## src/rtl/seq_alu.sv

```systemverilog
// Multi-cycle ALU with valid/ready handshakes, bit-serial shifts and registered flags.
// Define SEQ_ALU_MUL_EN to build the iterative shift-add multiplier for opcode 0011.
module seq_alu #(
  parameter int unsigned WIDTH = 32,
  parameter int unsigned SHW   = $clog2(WIDTH)
) (
  input  logic             clk,
  input  logic             rst,
  input  logic             in_valid,
  output logic             in_ready,
  input  logic [WIDTH-1:0] a,
  input  logic [WIDTH-1:0] b,
  input  logic [3:0]       op,
  output logic             out_valid,
  input  logic             out_ready,
  output logic [WIDTH-1:0] result,
  output logic             zero,
  output logic             overflow
);

  localparam int unsigned CW = $clog2(WIDTH + 1);

  typedef enum logic [1:0] {IDLE, BUSY, DONE} state_t;
  typedef enum logic [3:0] {
    OP_AND = 4'b0000,
    OP_OR  = 4'b0001,
    OP_ADD = 4'b0010,
    OP_MUL = 4'b0011,
    OP_SUB = 4'b0110,
    OP_SLL = 4'b1000,
    OP_SRL = 4'b1001,
    OP_SRA = 4'b1011
  } op_t;

  state_t           state, state_n;
  op_t              op_q;
  logic [WIDTH-1:0] a_q, b_q, wrk;
  logic [CW-1:0]    cnt;
  logic [WIDTH-1:0] sum, diff, res_d;
  logic             ovf_d, accept, is_shift;
`ifdef SEQ_ALU_MUL_EN
  logic [WIDTH-1:0] acc, mplr;
`endif

  assign in_ready  = (state == IDLE);
  assign out_valid = (state == DONE);
  assign accept    = in_valid && in_ready;
  assign is_shift  = (op == OP_SLL) || (op == OP_SRL) || (op == OP_SRA);

  always_ff @(posedge clk) begin
    if (rst) state <= IDLE;
    else     state <= state_n;
  end

  // Every accepted op passes through BUSY; the cycle with cnt==0 is the
  // write-back cycle, which gives the k+1 / k+1+s / k+1+WIDTH latencies.
  always_comb begin
    state_n = state;
    case (state)
      IDLE:    if (accept) state_n = BUSY;
      BUSY:    if (cnt == '0) state_n = DONE;
      DONE:    if (out_ready) state_n = IDLE;
      default: state_n = IDLE;
    endcase
  end

  always_comb begin
    sum   = a_q + b_q;
    diff  = a_q - b_q;
    res_d = '0;
    ovf_d = 1'b0;
    case (op_q)
      OP_AND: res_d = a_q & b_q;
      OP_OR:  res_d = a_q | b_q;
      OP_ADD: begin
        res_d = sum;
        ovf_d = (a_q[WIDTH-1] == b_q[WIDTH-1]) && (sum[WIDTH-1] != a_q[WIDTH-1]);
      end
      OP_SUB: begin
        res_d = diff;
        ovf_d = (a_q[WIDTH-1] != b_q[WIDTH-1]) && (diff[WIDTH-1] != a_q[WIDTH-1]);
      end
      OP_SLL, OP_SRL, OP_SRA: res_d = wrk;
`ifdef SEQ_ALU_MUL_EN
      OP_MUL: res_d = acc;
`endif
      default: res_d = '0;
    endcase
  end

  always_ff @(posedge clk) begin
    if (rst) begin
      op_q     <= OP_AND;
      a_q      <= '0;
      b_q      <= '0;
      wrk      <= '0;
      cnt      <= '0;
      result   <= '0;
      zero     <= 1'b0;
      overflow <= 1'b0;
`ifdef SEQ_ALU_MUL_EN
      acc      <= '0;
      mplr     <= '0;
`endif
    end else if (accept) begin
      op_q <= op_t'(op);
      a_q  <= a;
      b_q  <= b;
      wrk  <= a;
      cnt  <= is_shift ? CW'(b[SHW-1:0]) : '0;
`ifdef SEQ_ALU_MUL_EN
      if (op == OP_MUL) begin
        cnt  <= CW'(WIDTH);
        acc  <= '0;
        mplr <= b;
      end
`endif
    end else if (state == BUSY) begin
      if (cnt != '0) begin
        cnt <= cnt - CW'(1);
        case (op_q)
          OP_SLL: wrk <= wrk << 1;
          OP_SRL: wrk <= wrk >> 1;
          OP_SRA: wrk <= {wrk[WIDTH-1], wrk[WIDTH-1:1]};
`ifdef SEQ_ALU_MUL_EN
          OP_MUL: begin
            if (mplr[0]) acc <= acc + wrk;
            wrk  <= wrk << 1;
            mplr <= mplr >> 1;
          end
`endif
          default: wrk <= wrk;
        endcase
      end else begin
        result   <= res_d;
        zero     <= (res_d == '0);
        overflow <= ovf_d;
      end
    end
  end

endmodule

```

## config.mk

```make
export PLATFORM = sky130hd
export DESIGN_NAME = seq_alu
export DESIGN_NICKNAME = d
export VERILOG_FILES = /design/src/rtl/seq_alu.sv
export SDC_FILE = /design/constraint.sdc
export NUM_CORES = 1
export LEC_CHECK = 0
export CAP_MARGIN = 20
export CORE_MARGIN = 2
export CORE_UTILIZATION = 60
export CTS_CLUSTER_DIAMETER = 50
export DETAILED_ROUTE_END_ITERATION = 6
export GPL_TIMING_DRIVEN = 0
export PLACE_DENSITY = 0.92
export SYNTH_ARGS = -nofsm -noshare
export SYNTH_HDL_FRONTEND = slang
export SYNTH_SLANG_ARGS = --single-unit
```

## constraint.sdc

```tcl
create_clock -name clk -period 9.92 [get_ports clk]
set_input_delay 1.984 -clock clk [delete_from_list [all_inputs] [get_ports clk]]
set_output_delay 1.984 -clock clk [all_outputs]
set_load 0.01 [all_outputs]
```

==> metrics.md, run 1 <==
| Metric | Value |
|---|---|
| First-pass GRT wire length | `between 60 and 70 mm` |
| Vias in the first global route | `11310` |
| Max FO, Critical Path | `8` |
| CP Launch Type | `flip-flop` |
| Post-Synth XOR/XNOR Area | `0.02571` |
| Die Width | `around 140 µm` |
| Layout cells sized above 1 | `0.03440` |
| WL/cell | `around 23 µm` |
| CTS max path bufs | `2` |
| CP endpoint | `zero` |
| ANT cells | `0` |
| Slew HR | `0.3169` |
| R2r setup slk | `slightly above 5 ns` |
| CTS sink count | `roughly 140` |
| Post-synthesis compound-gate area fraction | `0.2759` |
| Cell Area, Synth | `roughly 11000 µm²` |
| # setup viols final | `0` |
| Dpl hpwl | `31.63 mm` |
| #FFs+latches synth | `142` |
| # resized after CTS | `0` |
| Final hold violations | `0` |
| Die Y | `~140 µm` |
| Synth Area in Simple Gates | `0.2004` |
| Failing checks | `DRC` |
| Largest family of logic cells by synthesized area | `compound AO/OA/AOI/OAI gates` |
| Setup TNS | `0 ns` |
| Maxcap violations | `0` |
| Worst setup path startpoint | `a_q[2]` |
| Nets | `1761` |
| PwrDens | `193.5 nW/µm²` |
| Final worst-path cycle share | `0.4833` |
| Starting density of the core | `0.6127` |
| Port Buffers | `about 110` |
| Tightest Hold Check Type | `reg -> reg` |
| CTS tree | `done` |
| Setup Buffers After CTS | `0` |
| Final worst path period need | `around 4.8 ns` |
| Worst-path clk slew | `about 0.08 ns` |
| Iter 0 DRT Violations | `approximately 1700` |
| Mux cell area share after synthesis | `0.03128` |
| RSZ-0062 raised after global routing | `false` |
| Overflow after GRT | `0` |
| Max Clk Rate | `about 210 MHz` |
| Synth Area in Adders | `0.1235` |
| Post-route worst setup slack | `approximately 5.1 ns` |
| Hold Slack | `about 0.48 ns` |
| Worst EP required | `10.30 ns` |
| Core ar. | `~17000 µm²` |
| Slew Viols, Final | `0` |
| Root Buffer | `clkbuf_16` |
| Primary FF master, synth | `dfxtp_1` |
| Cells after synthesis | `between 1000 and 1500` |
| Crit-path cells | `inv_1, ha_1, clkbuf_1, nor2b_1, o31ai_1, a221oi_1, a31oi_1, o41a_1, o31ai_1, or3_1, nand3_1, nor4_1, nand4_1, nor4_1, a32o_2` |
| Die area | `18680 µm²` |
| Worst path slowest cell | `o31ai_1` |
| Arr. time, crit path | `about 5.2 ns` |
| FF-to-FF End | `zero` |
| Crit-path max cell delay | `slightly above 0.6 ns` |
| Worst R2R Path Depth | `15` |
| Pre-antenna DRT Iters | `7` |
| Seq/Total Area, Yosys | `0.2692` |
| YS warnings | `0` |
| Worst-margin pin slew | `~1.0 ns` |
| I/O pins | `between 100 and 150` |
| Post-route non-filler standard cell count | `between 1500 and 2000` |
| Via Count | `between 10000 and 15000` |
| Most frequent cells in the layout | `nand2_1 (246), a21oi_1 (181), dfxtp_1 (142)` |
| Htree depth | `4` |
| Post-Syn Nets | `around 1600` |
| Initial antenna violation count | `0` |
| Worst Skew | `about 0.017 ns` |
| Area after detailed placement | `~12000 µm²` |
| EDFF count, synth | `0` |
| FILL cells | `approximately 1300` |
| Worst-case vdd ir drop | `176.9 µV` |
| Commonest non-fill, non-tap cell in the layout | `nand2_1` |
| Post-route cell area | `12550 µm²` |
| Latest clock arrival within the worst-skew pair | `0.45 ns` |
| Area Overhead vs Synth | `18.80%` |
| Pre-CTS setup slack | `5.373 ns` |
| Status | `finished with violations` |
| Post-DRT Antenna Nets | `0` |
| Largest net degree at the start of global routing | `17` |
| Leakage power | `approximately 4.9 nW` |
| GRT Util Overall | `0.4497` |
| DRT Wirelength | `41.85 mm` |
| Synthesized area per cell | `7.228 µm²` |
| Post-synth ARST share | `0` |
| CP endpoint kind | `flip-flop` |
| Setup CP Type | `reg -> reg` |
| Row count | `between 40 and 50` |
| TritonCTS Buffers | `17` |
| Placed cell count | `~1800` |
| Cell variety after synth | `77` |
| DRC viols | `2` |
| Post-CTS Hold Buffers | `0` |
| RePlAce Congestion | `~1.1` |
| R2R Path Start | `a_q[2]` |
| Vias per Instance | `6.596` |
-- synthesized netlist by cell type (all sizes together) (27+ instances only) --
cell	instances	area, µm²
mux2i	33	330.3
ha	101	1264
dfxtp	142	2843
nor2	116	435.4
o21ai	86	430.4
nand2	246	923.4
nor3	32	165.2
clkbuf	84	315.3
inv	103	386.6
xnor2	27	236.5
a21oi	182	922.1
-- power breakdown --
group | total, mW | internal, mW | switching (mW)
logic | 0.992 | 0.350 | 0.641
clock network | 0.719 | 0.410 | 0.308
registers | 0.718 | 0.647 | 0.0711
-- layout make-up --
class	instances	area, µm²	share of cell area
Tap cell	225	281.5	0.02244
Inverter	103	386.6	0.03082
Timing Repair Buffer	106	1061	0.08457
Sequential cell	142	2843	0.2266
Clock inverter	15	217.7	0.01735
Clock buffer	17	425.4	0.03391
Multi-Input combinational cell	1116	6935	0.5528
Buffer	100	395.4	0.03151
-- stage by stage --
| stage | power (mW) | utilization |
|---|---|---|
| final | 2.428 | 0.7279 |
| after global routing | 2.523 | 0.7279 |
| after CTS | 2.379 | 0.7279 |
| after detailed placement | 1.667 | 0.6905 |
| after global placement | 1.644 | 0.6905 |
| after floorplan | 1.317 | - |
-- critical path, delay by kind of cell (launching register included) --
family                     cells  cell delay (ns)
AOI/OAI and AO/OA              6             2.27
DFF                            1             0.41
adders and majority gates      1             0.29
buffers and inverters          2             0.39
and+or+nand+nor                6             1.35
-- layer usage --
metal,track usage,part of all wire,up-vias
met5,0,0,-
met4,0.2257,0.051,0
met3,0.1407,0.13,192
met2,0.6731,0.43,948
met1,0.5821,0.39,5539
li1,-,-,5353
-- state kept, by name (all words and copies together), names as in the netlist --
signal and flops:
b_q 32, zero 1, a_q 32, state 2
op_q 4, result 32, wrk 32, overflow 1
cnt 6
-- worst min path at each step --
stage,end,startpoint,depth (start not counted)
2_1_floorplan,state[0],state[1],1
3_3_place_gp,result[30],result[30],2
3_5_place_dp,result[30],result[30],2
4_1_cts,b_q[1],b_q[1],2
5_1_grt,b_q[15],b_q[15],2
6_report,b_q[11],b_q[11],2
-- logic make-up (layout without fill, tap and decap cells) --
group / count (synthesis) / after routing
muxes: 33 / 33
adders and majority gates: 103 / 103
buffers and inverters: 203 / 341
AOI/OAI and AO/OA: 465 / 465
DFF: 142 / 142
and+or+nand+nor: 484 / 484
xor gates and xnor gates: 31 / 31
Power figures use the tool's default switching activity.
==> run 2: changes to the inputs <==
Settings changed: CORE_UTILIZATION 60 to 58, PLACE_DENSITY 0.92 to 0.89.
Clock period 9.92 ns to 4.45 ns, I/O delays scaled along.
==> metrics.md, run 2 (same netlist as run 1, synthesis figures left out) <==
| Metric | Value |
|---|---|
| Status | `finished with violations (unchanged)` |
| Failing checks | `setup timing (was DRC)` |
| R2r setup slk | `-0.05 ns (was 5.13 ns)` |
| I/O pins | `108 (unchanged)` |
| Commonest non-fill, non-tap cell in the layout | `nand2_1 (unchanged)` |
| FILL cells | `1445 (was 1342)` |
| Tot Pwr | `5.334 mW (was 2.428 mW)` |
| Worst-path clk slew | `0.07 ns (was 0.08 ns)` |
| Max Clk Rate | `222.3 MHz (was 208.6 MHz)` |
| Logic pwr share | `0.423 (was 0.408)` |
| Worst Skew | `0.01367 ns (was 0.01701 ns)` |
| Post-CTS Hold Buffers | `0 (unchanged)` |
| Multi-input logic area | `7043 µm² (was 6935 µm²)` |
| ANT cells | `0 (unchanged)` |
| TritonCTS Buffers | `17 (unchanged)` |
| Slew HR | `0.3808 (was 0.3169)` |
| Initial antenna violation count | `0 (unchanged)` |
| Worst EP required | `4.84 ns (was 10.30 ns)` |
| Max FO, Critical Path | `10 (was 8)` |
| Post-DRT Antenna Nets | `0 (unchanged)` |
| Slew Viols, Final | `0 (unchanged)` |
| Final hold violations | `0 (unchanged)` |
| Pre-antenna DRT Iters | `6 (was 7)` |
| Post-route cell area | `12640 µm² (was 12550 µm²)` |
| Nets | `1765 (was 1761)` |
| Latest clock arrival within the worst-skew pair | `0.45 ns (about the same)` |
| # setup viols final | `1 (was 0)` |
| Worst-margin pin slew | `0.9288 ns (was 1.025 ns)` |
| Core ar. | `17900 µm² (was 17240 µm²)` |
| Vias in the first global route | `11120 (was 11310)` |
| Arr. time, crit path | `4.89 ns (was 5.17 ns)` |
| Psw | `2.333 mW (was 1.021 mW)` |
| Seq. cell area | `2843 µm² (unchanged)` |
| Vias per Instance | `6.509 (was 6.596)` |
| M2 GR Usage | `0.6482 (was 0.6731)` |
| Leakage power | `4.870 nW (was 4.856 nW)` |
| RSZ-0062 raised after global routing | `true (was false)` |
| PwrDens | `421.8 nW/µm² (was 193.5 nW/µm²)` |
| WL/cell | `22.58 µm (was 22.95 µm)` |
| Setup CP Type | `reg -> reg (unchanged)` |
| Pint | `3.000 mW (was 1.407 mW)` |
| Root Buffer | `clkbuf_16 (unchanged)` |
| GRT busiest layer | `met2 (unchanged)` |
| Largest net degree at the start of global routing | `18 (was 17)` |
| Post-route worst setup slack | `-0.04903 ns (was 5.125 ns)` |
| DRC viols | `0 (was 2)` |
| Worst R2R Path Depth | `11 (was 15)` |
| CTS sink count | `142 (unchanged)` |
| Layout cells sized above 1 | `0.04803 (was 0.03440)` |
| Die area | `19300 µm² (was 18680 µm²)` |
| GRT Util Overall | `0.4147 (was 0.4497)` |
| Hold Slack | `0.4764 ns (was 0.4810 ns)` |
| CP Launch Type | `flip-flop (unchanged)` |
| Worst-case vdd ir drop | `319.1 µV (was 176.9 µV)` |
| Die Width | `138.9 µm (was 136.7 µm)` |
| DRT Wirelength | `41.37 mm (was 41.85 mm)` |
| Flop pwr share | `0.299 (was 0.296)` |
| Final worst-path cycle share | `1.011 (was 0.4833)` |
| RePlAce Congestion | `1.017 (was 1.068)` |
| Area Overhead vs Synth | `19.73% (was 18.80%)` |
| Starting density of the core | `0.5899 (was 0.6127)` |
| Htree depth | `4 (unchanged)` |
| CP endpoint kind | `flip-flop (unchanged)` |
| Overflow after GRT | `0 (unchanged)` |
| Area after detailed placement | `11910 µm² (was 11900 µm²)` |
| Maxcap violations | `0 (unchanged)` |
| Met1 global-route usage | `0.5540 (was 0.5821)` |
| First-pass GRT wire length | `61.95 mm (was 63.07 mm)` |
| Clk pwr share | `0.278 (was 0.296)` |
| Port Buffers | `106 (unchanged)` |
| Final worst path period need | `4.499 ns (was 4.795 ns)` |
| CTS tree | `done (unchanged)` |
| Setup TNS | `-0.04903 ns (was 0 ns)` |
| Dpl hpwl | `31.89 mm (was 31.63 mm)` |
| Hold Path Stages | `2 (unchanged)` |
| Row count | `49 (was 48)` |
| Most frequent cells in the layout | `nand2_1 (246), a21oi_1 (180), dfxtp_1 (142) (was nand2_1 (246), a21oi_1 (181), dfxtp_1 (142))` |
| Iter 0 DRT Violations | `1862 (was 1664)` |
| GR Layer Usage met3 | `0.09634 (was 0.1407)` |
| Switch share | `0.4375 (was 0.4204)` |
| Final core utilization | `0.7062 (was 0.7279)` |
| Via Count | `11930 (was 12030)` |
| CTS max path bufs | `2 (unchanged)` |
| Tightest Hold Check Type | `reg -> reg (unchanged)` |
| Die Y | `138.9 µm (was 136.7 µm)` |
[run 2: layout make-up]
cell class	count	area share
clock buffer	17	0.03365
clock inverter	15	0.01366
tap	229	0.02266
buffer	100	0.03127
multi-input combinational	1116	0.5570
inverter	103	0.03058
sequential	142	0.2248
timing repair buffer	110	0.08629
[run 2: power by group through the flow]
stage	Clock, mW	Combinational [mW]	Sequential [mW]
global placement	0	2.08	1.60
detailed placement	0	2.11	1.62
floorplan	0	1.33	1.60
global route	1.51	2.40	1.62
CTS	1.46	2.14	1.59
finish	1.48	2.26	1.60
[run 2: final timing paths]
| kind | startpoint | endpoint |
|---|---|---|
| max | op_q[2] | zero |
| min | result[30] | result[30] |
| max reg2reg | op_q[2] | zero |
| min reg2reg | result[30] | result[30] |
[run 2: what timing repair did]
action,in CTS,in global routing
hold endpoints to repair,0,0
buffers inserted,1,3
setup endpoints to repair,4,5
gates resized for setup,5,17
cloned,0,0
pin swaps,2,3
[run 2: critical path, stage by stage, from the launching register on]
cell and delay, ns:
dfxtp_1 0.35, clkbuf_1 0.60, clkbuf_1 0.63, buf_1 0.73
clkbuf_1 0.59, o22ai_1 0.22, a31oi_1 0.21, nand3_1 0.20
nor4_1 0.31, nand4_1 0.14, nor4_1 0.29, a32o_2 0.16
[run 2: metrics by stage]
stage,instances,setup WS [ns]
finish,1832,-0.04903
global route,1832,-0.1078
detailed placement,1796,-0.3128
floorplan,1461,0.6940
CTS,1829,0.003539
global placement,1796,-0.2742
[run 2: per-layer routing]
| metal | wire length, µm | up-vias |
|---|---|---|
| met2 | 17950 | 874 |
| met3 | 5186 | 139 |
| met1 | 16460 | 5543 |
| met4 | 1781 | 0 |
| li1 | - | 5369 |
| met5 | 0 | - |
